[src/rtl/enc_pkg.sv]
// Shared encoder-link definitions: default geometry, idle timeout and the
// slave FSM state encoding used by the SSI encoder emulator.
package enc_pkg;

    localparam int ENC_DATA_W          = 13;
    localparam int ENC_TIMEOUT_CYC_DEF = 200;

    typedef enum logic [1:0] {
        ST_TIMEOUT = 2'd0,
        ST_READY   = 2'd1,
        ST_SHIFT   = 2'd2
    } enc_state_e;

endpackage : enc_pkg

[src/rtl/sck_sync.sv]
// Two-flop synchronizer for an asynchronous serial clock/data line, plus
// single-cycle rise and fall pulses derived from the synchronized level.
// All flops reset to 1 because the line idles high.
module sck_sync (
    input  logic clk_i,
    input  logic rst_i,
    input  logic d_i,
    output logic q_o,
    output logic rise_o,
    output logic fall_o
);

    logic meta_q;
    logic sync_q;
    logic prev_q;

    // Synchronize the raw line and keep one cycle of history for edge detection.
    always_ff @(posedge clk_i or posedge rst_i) begin
        if (rst_i) begin
            meta_q <= 1'b1;
            sync_q <= 1'b1;
            prev_q <= 1'b1;
        end else begin
            // NOTE: non-blocking assignments make these three flops a true
            // pipeline; blocking ones would collapse it into a single wire.
            meta_q <= d_i;
            sync_q <= meta_q;
            prev_q <= sync_q;
        end
    end

    assign q_o    = sync_q;
    assign rise_o = sync_q & ~prev_q;
    assign fall_o = ~sync_q & prev_q;

endmodule : sck_sync

[src/rtl/enc_ssi_emulator.sv]
// Slave-side SSI encoder emulator. Snapshots pos_in once the link has been
// idle high for TIMEOUT_CYC cycles, then presents the word MSB-first on
// ENC_MISO, changing data only after synchronized SCK rises so it is stable
// at every master falling edge.
module enc_ssi_emulator
    import enc_pkg::*;
#(
    parameter int DATA_W      = ENC_DATA_W,
    parameter int TIMEOUT_CYC = ENC_TIMEOUT_CYC_DEF
) (
    input  logic              CLK_10MHZ,
    input  logic              rst,
    input  logic              ENC_SCK,
    output logic              ENC_MISO,
    input  logic [DATA_W-1:0] pos_in,
    output logic              busy,
    output logic              frame_done,
    output logic              frame_err
);

    localparam int BC_W = $clog2(DATA_W + 1);
    localparam int TO_W = (TIMEOUT_CYC > 1) ? $clog2(TIMEOUT_CYC) : 1;

    localparam logic [BC_W-1:0] LAST_FALL = BC_W'(DATA_W - 1);
    localparam logic [TO_W-1:0] TO_LAST   = TO_W'(TIMEOUT_CYC - 1);

    logic sck_s;
    logic sck_rise;
    logic sck_fall;

    enc_state_e        state_q;
    logic [TO_W-1:0]   to_cnt_q;
    logic [BC_W-1:0]   bit_cnt_q;
    logic [DATA_W-1:0] shadow_q;
    logic              miso_q;

    sck_sync u_sck_sync (
        .clk_i  (CLK_10MHZ),
        .rst_i  (rst),
        .d_i    (ENC_SCK),
        .q_o    (sck_s),
        .rise_o (sck_rise),
        .fall_o (sck_fall)
    );

    // Frame FSM: idle timeout, snapshot, bit counting, shifting and the MISO register.
    always_ff @(posedge CLK_10MHZ or posedge rst) begin
        if (rst) begin
            state_q   <= ST_TIMEOUT;
            to_cnt_q  <= '0;
            bit_cnt_q <= '0;
            shadow_q  <= '0;
            miso_q    <= 1'b0;
        end else begin
            case (state_q)
                ST_TIMEOUT: begin
                    miso_q <= 1'b0;
                    if (sck_fall) begin
                        // A fall before the link went idle long enough is a protocol error.
                        to_cnt_q <= '0;
                    end else if (sck_s) begin
                        if (to_cnt_q >= TO_LAST) begin
                            shadow_q  <= pos_in;
                            bit_cnt_q <= '0;
                            miso_q    <= pos_in[DATA_W-1];
                            state_q   <= ST_READY;
                        end else begin
                            to_cnt_q <= to_cnt_q + 1'b1;
                        end
                    end
                end

                ST_READY: begin
                    miso_q <= shadow_q[DATA_W-1];
                    if (sck_fall) begin
                        bit_cnt_q <= BC_W'(1);
                        state_q   <= ST_SHIFT;
                    end
                end

                ST_SHIFT: begin
                    if (sck_rise) begin
                        // Master has sampled the current bit; advance after its rise.
                        shadow_q <= {shadow_q[DATA_W-2:0], 1'b0};
                        miso_q   <= shadow_q[DATA_W-2];
                    end else if (sck_fall) begin
                        bit_cnt_q <= bit_cnt_q + 1'b1;
                        if (bit_cnt_q == LAST_FALL) begin
                            to_cnt_q <= '0;
                            miso_q   <= 1'b0;
                            state_q  <= ST_TIMEOUT;
                        end
                    end
                end

                default: begin
                    miso_q  <= 1'b0;
                    state_q <= ST_TIMEOUT;
                end
            endcase
        end
    end

    assign ENC_MISO   = miso_q;
    assign busy       = (state_q != ST_TIMEOUT);
    assign frame_done = (state_q == ST_SHIFT) && sck_fall && (bit_cnt_q == LAST_FALL);
    assign frame_err  = (state_q == ST_TIMEOUT) && sck_fall;

endmodule : enc_ssi_emulator
[config.mk]
export PLATFORM = sky130hd
export DESIGN_NAME = enc_ssi_emulator
export DESIGN_NICKNAME = d
export VERILOG_FILES = /design/src/rtl/enc_pkg.sv /design/src/rtl/sck_sync.sv /design/src/rtl/enc_ssi_emulator.sv
export SDC_FILE = /design/constraint.sdc
export NUM_CORES = 1
export LEC_CHECK = 0
export ABC_AREA = 1
export BUFFER_PORTS_ARGS = -buffer_cell sky130_fd_sc_hd__buf_2
export CORE_MARGIN = 2
export CORE_UTILIZATION = 60
export CTS_BUF_LIST = sky130_fd_sc_hd__clkbuf_16
export DETAILED_ROUTE_END_ITERATION = 10
export GPL_TIMING_DRIVEN = 0
export PLACE_DENSITY = 0.87
export REMOVE_ABC_BUFFERS = 1
export SYNTH_ARGS = -nofsm -noshare
export SYNTH_HDL_FRONTEND = slang
export SYNTH_SLANG_ARGS = --single-unit
[constraint.sdc]
create_clock -name CLK_10MHZ -period 3.85 [get_ports CLK_10MHZ]
set_input_delay 0.1925 -clock CLK_10MHZ [delete_from_list [all_inputs] [get_ports CLK_10MHZ]]
set_output_delay 0.1925 -clock CLK_10MHZ [all_outputs]
set_load 0.02 [all_outputs]
==> flow_metrics.env <==
export IMPL_via_count=1545
export IMPL_placed_cell_area_um2=1966
export IMPL_synth_edf_count=0
export IMPL_synth_top_cells_by_count="nand2_1, dfrtp_1, inv_1"
export IMPL_rsz0062_at_grt="false"
export IMPL_numPortBuffers=19
export IMPL_routabilityCongestion=0.8396
export IMPL_yosysTopAreaCellShare_pct=37.48
export IMPL_drtAntennaViolNets=0
export IMPL_ys_seq_elements=31
export IMPL_antenna_found_initial=0
export IMPL_critPathLaunch="state_q[0]"
export IMPL_antenna_cells=0
export IMPL_place_inst=275
export IMPL_cts_htree_levels=2
export IMPL_fin_area_um2=2103
export IMPL_finalNetCount=275
export IMPL_worst_pin_slew_ps=1149
export IMPL_drt_iter0_drc=77
export IMPL_wl_um=3931
export IMPL_clock_skew_ps=5.291
export IMPL_syn_area_um2=1869
export IMPL_power_leakage_nw=1.043
export IMPL_synth_most_common_cell="nand2_1"
export IMPL_drv_cap=0
export IMPL_post_cts_resized=0
export IMPL_crit_path_end_kind="flop"
export IMPL_fp_dieW_um=59.82
export IMPL_grt_pass1_wl_um=6920
export IMPL_cts_clk_slew_worst_paths_ps=50
export IMPL_status="completed"
export IMPL_cp_arrival_ps=3000
export IMPL_rr_startpoint="state_q[0]"
export IMPL_io_pins=20
export IMPL_synthTopCellsByArea="dfrtp_1, nand2_1, ha_1, o21ai_2, mux2i_1"
export IMPL_hold_viol=0
export IMPL_r2r_end="shadow_q[2]"
export IMPL_yosysWarnings=0
export IMPL_cts_max_path_buffers=2
export IMPL_drive_above_1_share_pct=21.20
export IMPL_grt_max_degree=32
export IMPL_cts_root_buffer="clkbuf_16"
export IMPL_post_route_period_util_pct=73.76
export IMPL_drc=0
export IMPL_row_count=20
export IMPL_syn_to_final_growth_pct=12.52
export IMPL_grt_pass1_vias=1546
export IMPL_setup_violations=0
export IMPL_grt_util_met2_pct=46.12
export IMPL_postSynth_asyncResetShare_pct=100.0
export IMPL_grt_use_met1_pct=31.28
export IMPL_fin_cells=283
export IMPL_cp_max_fo=26
export IMPL_fin_crit_ps=2840
export IMPL_fp_dieH_um=59.82
export IMPL_regToRegSetupSlack_ps=1010
export IMPL_synth_avg_cell_area_um2=8.199
export IMPL_fillerInstances=222
export IMPL_yosysUniqueCellTypes=29
export IMPL_grt_busiest_layer="met2"
export IMPL_ys_seq_area_share_pct=41.70
export IMPL_postLayoutCoreUtil_pct=70.04
export IMPL_die_area_um2=3578
export IMPL_ir_drop_mv=0.3318
export IMPL_setup_tns_final_ps=0
export IMPL_grt_total_usage_pct=26.64
export IMPL_core_area_um2=3003
export IMPL_synth_flop_cell="dfrtp_1"
export IMPL_hold_class="primary input to flop"
export IMPL_hold_slack_ps=16.54
export IMPL_cts_tree="built"
export IMPL_wl_per_cell_um=13.89
export IMPL_hpwl_um=2528
export IMPL_hold_buffers=0
export IMPL_numCtsBuffers=5
export IMPL_start_util_pct=62.25
export IMPL_grt_overflow=0
export IMPL_report_final_slew_viol_count=0
export IMPL_slew_headroom_pct=23.34
export IMPL_fmax_mhz=352.2
export IMPL_met3_usage_pct=6.926
export IMPL_pwr_density_cell_nw_per_um2=382.2
export IMPL_drtPass1Iterations=4
export IMPL_reg2reg_depth=7
export IMPL_crit_type="flop to flop"
export IMPL_clock_sinks=31
export IMPL_via_per_inst=5.459
export IMPL_clk_latency_ps=280
export IMPL_synthCells=228
export IMPL_synth_top_area_cell="dfrtp_1"
export IMPL_required_ps=4010
export IMPL_critPathCapture="shadow_q[2]"
export IMPL_post_cts_buffers=0
export IMPL_cp_start_kind="flop"
==> worst min path at each step <==
stage | slack, ps | cells past startpoint | endpoint | from
final | 20 | 1 | u_sck_sync.meta_q | ENC_SCK
after global routing | 20 | 1 | u_sck_sync.meta_q | ENC_SCK
after CTS | 10 | 1 | u_sck_sync.meta_q | ENC_SCK
after detailed placement | 300 | 1 | u_sck_sync.meta_q | ENC_SCK
after global placement | 300 | 1 | u_sck_sync.meta_q | ENC_SCK
after floorplan | 200 | 0 | u_sck_sync.meta_q | ENC_SCK
==> where the power goes <==
part	total (mW)	internal (mW)	switching [mW]
clock network	0.365	0.233	0.132
registers	0.359	0.342	0.0169
logic	0.0799	0.0301	0.0498
==> cell usage in the layout, fill, tap and decap left out, drive strengths merged, types with 10 or more instances in the layout <==
master and count:
nand3 14, buf 19, mux2i 11, inv 24
nand2 76, o21ai 22, ha 10, nor2 19
dfrtp 28
==> cell families (layout without fill, tap and decap cells) <==
kind of cell	after synthesis	in the layout	synth area share [%]
adders and majority gates	10	10	6.693
DFF	31	31	41.70
buffers and inverters	28	50	6.761
and+or+nand+nor	119	119	27.64
muxes	11	11	5.890
AOI/OAI and AO/OA	29	29	11.31
==> cell type report <==
class / count / area, um2 / area share (%)
multi-input cells: 169 / 963.4 / 45.81
flip-flops and latches: 31 / 779.5 / 37.06
clock buffers: 5 / 125.1 / 5.949
repair buffers: 19 / 95.09 / 4.521
inverters: 23 / 86.33 / 4.105
well taps: 33 / 41.29 / 1.963
clock inverters: 3 / 12.51 / 0.5949
==> stage by stage <==
stage | power, mW | setup WS, ps
after floorplan | 0.4152 | 1601
after global placement | 0.4348 | 1087
after detailed placement | 0.4393 | 1009
after CTS | 0.8073 | 1004
after global routing | 0.8339 | 789.0
final | 0.8039 | 1010
==> worst max-delay path, stage by stage, from the launching register on <==
cell and delay (ps):
dfrtp_1 430, inv_1 120, ha_1 930, inv_1 370, a21oi_2 280, nand3_4 310
nand2_1 200, o21ai_2 70
==> per-layer routing <==
layer | up-vias | routed length [um]
met1 | 727 | 1675
met3 | 8 | 175
li1 | 777 | -
met5 | - | 0
met2 | 33 | 1999
met4 | 0 | 81
==> registers in the layout, summed over array words and instances, names as in the netlist <==
signal             count
bit_cnt_q              4
shadow_q              13
ENC_MISO               1
to_cnt_q               8
u_sck_sync.prev_q      1
u_sck_sync.meta_q      1
state_q                2
u_sck_sync.q_o         1
(Power assumes the default switching activity.)
